$ cat config.mk
export PLATFORM = sky130hd
export DESIGN_NAME = fetch_queue_flat
export DESIGN_NICKNAME = d
export VERILOG_FILES = /design/src/rtl/fetch_queue_if.sv /design/src/rtl/fetch_queue.sv /design/src/flat_wrapper.sv
export SDC_FILE = /design/constraint.sdc
export NUM_CORES = 1
export LEC_CHECK = 0
export ABC_CLOCK_PERIOD_IN_PS = 4300
export CORE_UTILIZATION = 40
export CTS_BUF_LIST = sky130_fd_sc_hd__clkbuf_8
export DETAILED_ROUTE_END_ITERATION = 6
export DONT_BUFFER_PORTS = 1
export PLACE_DENSITY_LB_ADDON = 0.2
export SYNTH_ARGS = -nofsm -noshare
export SYNTH_HDL_FRONTEND = slang
export SYNTH_SLANG_ARGS = --single-unit
export TNS_END_PERCENT = 50
$ cat constraint.sdc
create_clock -name clk_i -period 4.3 [get_ports clk_i]
set_clock_uncertainty 0.2 [all_clocks]
set_input_delay 0.215 -clock clk_i [delete_from_list [all_inputs] [get_ports clk_i]]
set_output_delay 0.215 -clock clk_i [all_outputs]
set_load 0.1 [all_outputs]
$ cat src/rtl/fetch_queue_if.sv
// Handshake and data bundle between the fetch side, the fetch queue and decode.
// slave: the queue itself. master: the fetch/decode environment driving it.
interface fetch_queue_if #(
   parameter int unsigned DEPTH = 4
);
   localparam int unsigned CW = $clog2(DEPTH) + 1;

   logic          flush_i;
   logic          fetch_valid_i;
   logic [31:0]   fetch_pc_i;
   logic [31:0]   fetch_instr_i;
   logic          fetch_ready_o;
   logic          dec_valid_o;
   logic [31:0]   dec_pc_o;
   logic [31:0]   dec_instr_o;
   logic          dec_misalign_o;
   logic          dec_ready_i;
   logic [CW-1:0] count_o;

   modport slave (
      input  flush_i,
      input  fetch_valid_i,
      input  fetch_pc_i,
      input  fetch_instr_i,
      output fetch_ready_o,
      output dec_valid_o,
      output dec_pc_o,
      output dec_instr_o,
      output dec_misalign_o,
      input  dec_ready_i,
      output count_o
   );

   modport master (
      output flush_i,
      output fetch_valid_i,
      output fetch_pc_i,
      output fetch_instr_i,
      input  fetch_ready_o,
      input  dec_valid_o,
      input  dec_pc_o,
      input  dec_instr_o,
      input  dec_misalign_o,
      output dec_ready_i,
      input  count_o
   );
endinterface

$ cat src/rtl/fetch_queue.sv
// Instruction fetch queue: circular buffer of {PC, instruction, misalign}
// between fetch and decode, with back-pressure to the PC and flush support.
// Optional feature macro: FETCHQ_BYPASS_EN (empty-queue combinational bypass).
module fetch_queue #(
   parameter int unsigned DEPTH = 4
) (
   input  logic          clk_i,
   input  logic          rst_ni,
   fetch_queue_if.slave  bus
);
   localparam int unsigned PW = $clog2(DEPTH);
   localparam int unsigned CW = PW + 1;

   typedef struct packed {
      logic        misalign;
      logic [31:0] instr;
      logic [31:0] pc;
   } entry_t;

   entry_t        mem_q [DEPTH];
   logic [PW-1:0] rd_ptr_q, rd_ptr_d;
   logic [PW-1:0] wr_ptr_q, wr_ptr_d;
   logic [CW-1:0] count_q, count_d;

   logic   fetch_ready_c;
   logic   head_valid_c;
   logic   dec_valid_c;
   logic   push_c;
   logic   pop_c;
   entry_t in_c;
   entry_t out_c;

   // Handshake decode: ready depends only on registered occupancy.
   always_comb begin
      fetch_ready_c = (count_q < CW'(DEPTH));
      head_valid_c  = (count_q != '0);
      in_c.pc       = bus.fetch_pc_i;
      in_c.instr    = bus.fetch_instr_i;
      in_c.misalign = |bus.fetch_pc_i[1:0];
      dec_valid_c   = head_valid_c;
      out_c         = head_valid_c ? mem_q[rd_ptr_q] : '0;
      push_c        = bus.fetch_valid_i && fetch_ready_c && !bus.flush_i;
      pop_c         = head_valid_c && bus.dec_ready_i && !bus.flush_i;
`ifdef FETCHQ_BYPASS_EN
      // Empty queue: show the incoming entry directly; consume it without storing.
      if (!head_valid_c && bus.fetch_valid_i && !bus.flush_i) begin
         dec_valid_c = 1'b1;
         out_c       = in_c;
         if (bus.dec_ready_i) begin
            push_c = 1'b0;
         end
      end
`endif
   end

   // Next-state for pointers and occupancy; flush overrides everything.
   always_comb begin
      rd_ptr_d = rd_ptr_q;
      wr_ptr_d = wr_ptr_q;
      count_d  = count_q;
      if (bus.flush_i) begin
         rd_ptr_d = '0;
         wr_ptr_d = '0;
         count_d  = '0;
      end else begin
         if (push_c) begin
            wr_ptr_d = wr_ptr_q + PW'(1);
         end
         if (pop_c) begin
            rd_ptr_d = rd_ptr_q + PW'(1);
         end
         if (push_c && !pop_c) begin
            count_d = count_q + CW'(1);
         end else if (pop_c && !push_c) begin
            count_d = count_q - CW'(1);
         end
      end
   end

   // Control state registers, cleared asynchronously.
   always_ff @(posedge clk_i or negedge rst_ni) begin
      if (!rst_ni) begin
         rd_ptr_q <= '0;
         wr_ptr_q <= '0;
         count_q  <= '0;
      end else begin
         rd_ptr_q <= rd_ptr_d;
         wr_ptr_q <= wr_ptr_d;
         count_q  <= count_d;
      end
   end

   // Entry storage; contents are masked by count so no reset is needed.
   always_ff @(posedge clk_i) begin
      if (push_c) begin
         mem_q[wr_ptr_q] <= in_c;
      end
   end

   assign bus.fetch_ready_o  = fetch_ready_c;
   assign bus.dec_valid_o    = dec_valid_c;
   assign bus.dec_pc_o       = out_c.pc;
   assign bus.dec_instr_o    = out_c.instr;
   assign bus.dec_misalign_o = out_c.misalign;
   assign bus.count_o        = count_q;

endmodule

$ cat src/flat_wrapper.sv
// flat-port wrapper written by rule: the top's interface ports become plain ports
module fetch_queue_flat 
#(
   parameter int unsigned DEPTH = 4
)
  (clk_i, rst_ni, bus_flush_i, bus_fetch_valid_i, bus_fetch_pc_i, bus_fetch_instr_i, bus_fetch_ready_o, bus_dec_valid_o, bus_dec_pc_o, bus_dec_instr_o, bus_dec_misalign_o, bus_dec_ready_i, bus_count_o);
  fetch_queue_if #(.DEPTH(DEPTH)) bus_i ();
  input  logic clk_i;
  input  logic rst_ni;
  input wire logic [$bits(bus_i.flush_i)-1:0] bus_flush_i;
  input wire logic [$bits(bus_i.fetch_valid_i)-1:0] bus_fetch_valid_i;
  input wire logic [$bits(bus_i.fetch_pc_i)-1:0] bus_fetch_pc_i;
  input wire logic [$bits(bus_i.fetch_instr_i)-1:0] bus_fetch_instr_i;
  output wire logic [$bits(bus_i.fetch_ready_o)-1:0] bus_fetch_ready_o;
  output wire logic [$bits(bus_i.dec_valid_o)-1:0] bus_dec_valid_o;
  output wire logic [$bits(bus_i.dec_pc_o)-1:0] bus_dec_pc_o;
  output wire logic [$bits(bus_i.dec_instr_o)-1:0] bus_dec_instr_o;
  output wire logic [$bits(bus_i.dec_misalign_o)-1:0] bus_dec_misalign_o;
  input wire logic [$bits(bus_i.dec_ready_i)-1:0] bus_dec_ready_i;
  output wire logic [$bits(bus_i.count_o)-1:0] bus_count_o;
  assign bus_i.flush_i = bus_flush_i;
  assign bus_i.fetch_valid_i = bus_fetch_valid_i;
  assign bus_i.fetch_pc_i = bus_fetch_pc_i;
  assign bus_i.fetch_instr_i = bus_fetch_instr_i;
  assign bus_fetch_ready_o = bus_i.fetch_ready_o;
  assign bus_dec_valid_o = bus_i.dec_valid_o;
  assign bus_dec_pc_o = bus_i.dec_pc_o;
  assign bus_dec_instr_o = bus_i.dec_instr_o;
  assign bus_dec_misalign_o = bus_i.dec_misalign_o;
  assign bus_i.dec_ready_i = bus_dec_ready_i;
  assign bus_count_o = bus_i.count_o;
  fetch_queue #(.DEPTH(DEPTH)) u_core (.clk_i(clk_i), .rst_ni(rst_ni), .bus(bus_i));
endmodule
; ---- After elaboration in Yosys (flattened, before gate mapping)
; Memories as Yosys holds them, arrays and structs flattened.
; Index checks and enable logic that the tools add are counted.
[op_classes]
n_addsub = 4
order_cmp = 1
n_mux = 10
n_reduce_logical = 14
[op_table]
columns = op, count
row1 = two-way mux 65 bit, 1
row2 = two-way mux 3 bit, 3
row3 = two-way mux 2 bit, 4
row4 = logical AND 1 bit, 6
row5 = nonzero test 3 bit, 2
row6 = adder 2 x 1 -> 2 bit (second input constant), 2
row7 = nonzero test 2 bit, 2
row8 = adder 3 x 1 -> 3 bit (second input constant), 1
row9 = logical NOT 1 bit, 3
row10 = less-than comparator 3 bit (second input constant), 1
row11 = subtractor 3 x 1 -> 3 bit (second input constant), 1
row12 = two-way mux 1 bit, 2
row13 = OR reduction 2 bit, 1
[totals]
ff_bits = 7
ram_bits = 260
inputBits = 69
out_inout_bits = 70
word_cells = 33
memories = 1
[mem_list]
columns = memory, depth, word_bits, rd, rd_clocked_by_memory_dff, wr, line_no
row1 = u_core.mem_q, 4, 65, 1, 0, 1, fetch_queue.sv:20  ; entry_t mem_q [DEPTH];

; ---- Depth between registers and ports, before layout
[logic_depth]
word_depth = 8
mapped_depth = 7
mapped_depth_nobuf = 7

; ---- Least setup slack after synthesis
; Ideal clock, no wire load.
[synth_path]
kind = register to output
start = register u_core.count_q[0] (netlist: u_core.bus.count_o[0])
end = output port bus_dec_instr_o[23]
arrival_ns = 3.209
required_ns = 3.885
slack_ns = 0.676
path_stages_with_launch = 5
path_buffers = 2
cell_sequence = dfrtp_1 buf_2 or3_4 clkbuf_1 and2_1
[synth_via]
elab_chain_len = 2
[synth_rtl]
columns = element, line_no
row1 = from (decl), fetch_queue.sv:23  ; logic [CW-1:0] count_q, count_d;
row2 = from (signal assigned), fetch_queue.sv:89  ; count_q <= count_d;
row3 = nonzero test 3 bit, fetch_queue.sv:36  ; head_valid_c = (count_q != '0);
row4 = net bus_dec_valid_o, flat_wrapper.sv:15  ; output wire logic [$bits(bus_i.dec_valid_o)-1:0] bus_dec_valid_o;
row5 = two-way mux 65 bit, fetch_queue.sv:41  ; out_c = head_valid_c ? mem_q[rd_ptr_q] : '0;
row6 = to (decl), flat_wrapper.sv:17  ; output wire logic [$bits(bus_i.dec_instr_o)-1:0] bus_dec_instr_o;
; The timed path passes the listed nets, and every way through them passes these cells.

; ---- Worst setup path after layout
[layout_path]
start = register u_core.count_q[0] (netlist: u_core.bus.count_o[0])
end = output port bus_dec_instr_o[1]
[layout_via]
elab_chain_len = 2
[layout_rtl]
columns = element, line_no
row1 = nonzero test 3 bit, fetch_queue.sv:36
row2 = two-way mux 65 bit, fetch_queue.sv:41
; No other way between the ends.

==> results_dict.tcl <==
set metrics [dict create \
    end_kind "primary output" \
    postRouteAntennaNets 0 \
    cts_sinks 267 \
    rsz0062_at_grt "false" \
    dr.pass1.iters 4 \
    die_w_um 163 \
    synth_flop_cell "edfxtp_1" \
    avgRoutedWirePerCell_um 19.6 \
    period_share_pct 77.7 \
    required_ns 3.88 \
    final_area_um2 12700 \
    io_pins 139 \
    min_path_type "input pin to register" \
    placementRows 58 \
    vias 4965 \
    finalMaxSlewViolations 0 \
    grt_overflow_total 0 \
    setup_ws_ns 0.960 \
    post-place-ws_ns 1.20 \
    yosysMostFrequentCell "edfxtp_1" \
    num-nets-final 707 \
    grt_pass1_vias 5497 \
    crit_type "register to primary output" \
    min_period_ns 3.34 \
    wl_um 19500 \
    grt_pass1_wl_um 29900 \
    max-slew-margin-rel_pct 23.2 \
    netlist_top_cells_count "edfxtp_1 (260), and2_1 (70), mux4_2 (65), clkbuf_1 (11)" \
    clk_pin_slew_ns 0.07 \
    dp_hpwl_um 10600 \
    ys_async_sr_fraction_pct 2.62 \
    outcome "complete, no violations" \
    dieArea_um2 26600 \
    yosysUniqueCellTypes 31 \
    worstSkewPairLatency_ns 0.54 \
    h-tree-depth 2 \
    hold_viol 0 \
    cts_tree "yes" \
    cts_root_buffer "clkbuf_8" \
    antenna_found_initial 0 \
    synthCells 473 \
    post_cts_buffers 0 \
    cp-start-kind "register" \
    place_congestion 0.739 \
    yosys.area.top_type "edfxtp_1" \
    port_buffers 0 \
    post_cts_resized 0 \
    final_core_util_pct 50.0 \
    syn_nets 547 \
    synth_top_cells_by_area "edfxtp_1 (75%), mux4_2 (14%), and2_1 (4.2%)" \
    syn_to_final_growth_pct 22.2 \
    hold_buffers 70 \
    syn_avg_cell_area_um2 21.9 \
    diodes 0 \
    placed_area_um2 11200 \
    synth_edf_count 260 \
    worstMarginPinSlew_ns 1.15 \
    fill_cells 2074 \
    max_freq_ghz 0.299 \
    yosysTopAreaCellShare_pct 75.3 \
    critPathMaxFanout 67 \
    core_um2 25300 \
    grt_max_degree 68 \
    clockBufferDepth 3 \
    syn_area_um2 10400 \
    drt_iter0_drc 306 \
    cts-buffers-inserted 44 \
    ys_warn_count 0 \
    grt_usage_pct 15.1 \
    start_util_pct 41.0 \
    worst_ep_arrival_time_ns 2.93 \
    drive_gt1_share_pct 29.7 \
    seq_area_frac_synth_pct 76.9 \
    viasPerCell 5.01 \
    setup_violations 0 \
    finalSetupTns_ns 0 \
    route.detailed.drc 0 \
    synth.ff_latch_count 267 \
    drv_cap 0 \
    die_h_um 163 \
]
state kept, by name, summed over array words and instances, names as in the netlist:
name	flops
u_core.bus.count_o	3
u_core.rd_ptr_q	2
u_core.wr_ptr_q	2
u_core.mem_q	260
placed cells by master, fill, tap and decap left out, drive strengths merged, types with 3 or more instances in the layout:
master and instances:
and2 70, nand2 7, a21oi 3, edfxtp 260
dfrtp 7, inv 15, dlygate4sd3 70, buf 69
bufinv 3, clkinv 14, ha 4, nor2 4
clkbuf 45, mux4 65
through the flow:
stage | hold WS, ns | instances
floorplan | -0.281 | 473
detailed placement | -0.280 | 847
CTS | 0.167 | 991
global route | 0.176 | 991
finish | 0.198 | 991
global placement | -0.280 | 847
metal layers:
metal	up-vias	global-route usage, %	part of all wire (%)
li1	2237	-	-
met1	2543	18.7	41
met2	154	26.2	51
met3	31	3.73	6.0
met4	0	4.80	1.6
met5	-	0	0
worst max-delay path: stages (launching register included):
cell and delay (ns):
dfrtp_1 1.11, or3_4 0.66, and2_1 0.24, buf_4 0.30
final timing paths:
kind                                                    from                              to  slack [ns]  cells after the start
min in group asynchronous                             rst_ni  u_core.rd_ptr_q[1]$_DFFE_PN0P_        0.36                      2
setup / recovery           u_core.bus.count_o[0]$_DFFE_PN0P_              bus_dec_instr_o[1]        0.96                      3
max in group asynchronous                             rst_ni  u_core.rd_ptr_q[0]$_DFFE_PN0P_        3.24                      2
hold reg to reg               u_core.wr_ptr_q[0]$_DFFE_PN0P_  u_core.wr_ptr_q[0]$_DFFE_PN0P_        0.38                      2
hold / removal                         bus_fetch_instr_i[25]   u_core.mem_q[1][57]$_DFFE_PP_        0.20                      1
setup reg to reg           u_core.bus.count_o[2]$_DFFE_PN0P_   u_core.mem_q[1][42]$_DFFE_PP_        1.20                      3
layout make-up:
class	count	area (um2)	area share, %
Multi-Input combinational cell	176	2200	17.4
Inverter	5	18.8	0.148
Sequential cell	267	7990	63.0
Tap cell	330	413	3.26
Timing Repair Buffer	139	1230	9.71
Clock buffer	45	619	4.89
Clock inverter	29	200	1.58
kinds of logic after synthesis:
| family | after synthesis | synth area share, % |
|---|---|---|
| simple gates | 90 | 5.21 |
| mux | 65 | 14.1 |
| fa+ha+maj | 5 | 0.675 |
| buf+inv | 30 | 1.94 |
| flops | 267 | 76.9 |
| compound gates | 12 | 0.784 |
| xor+xnor | 4 | 0.338 |
Power is left out: the tool's default activity adds up to more than one toggle a clock period on the data nets, which glitch-free logic cannot reach.
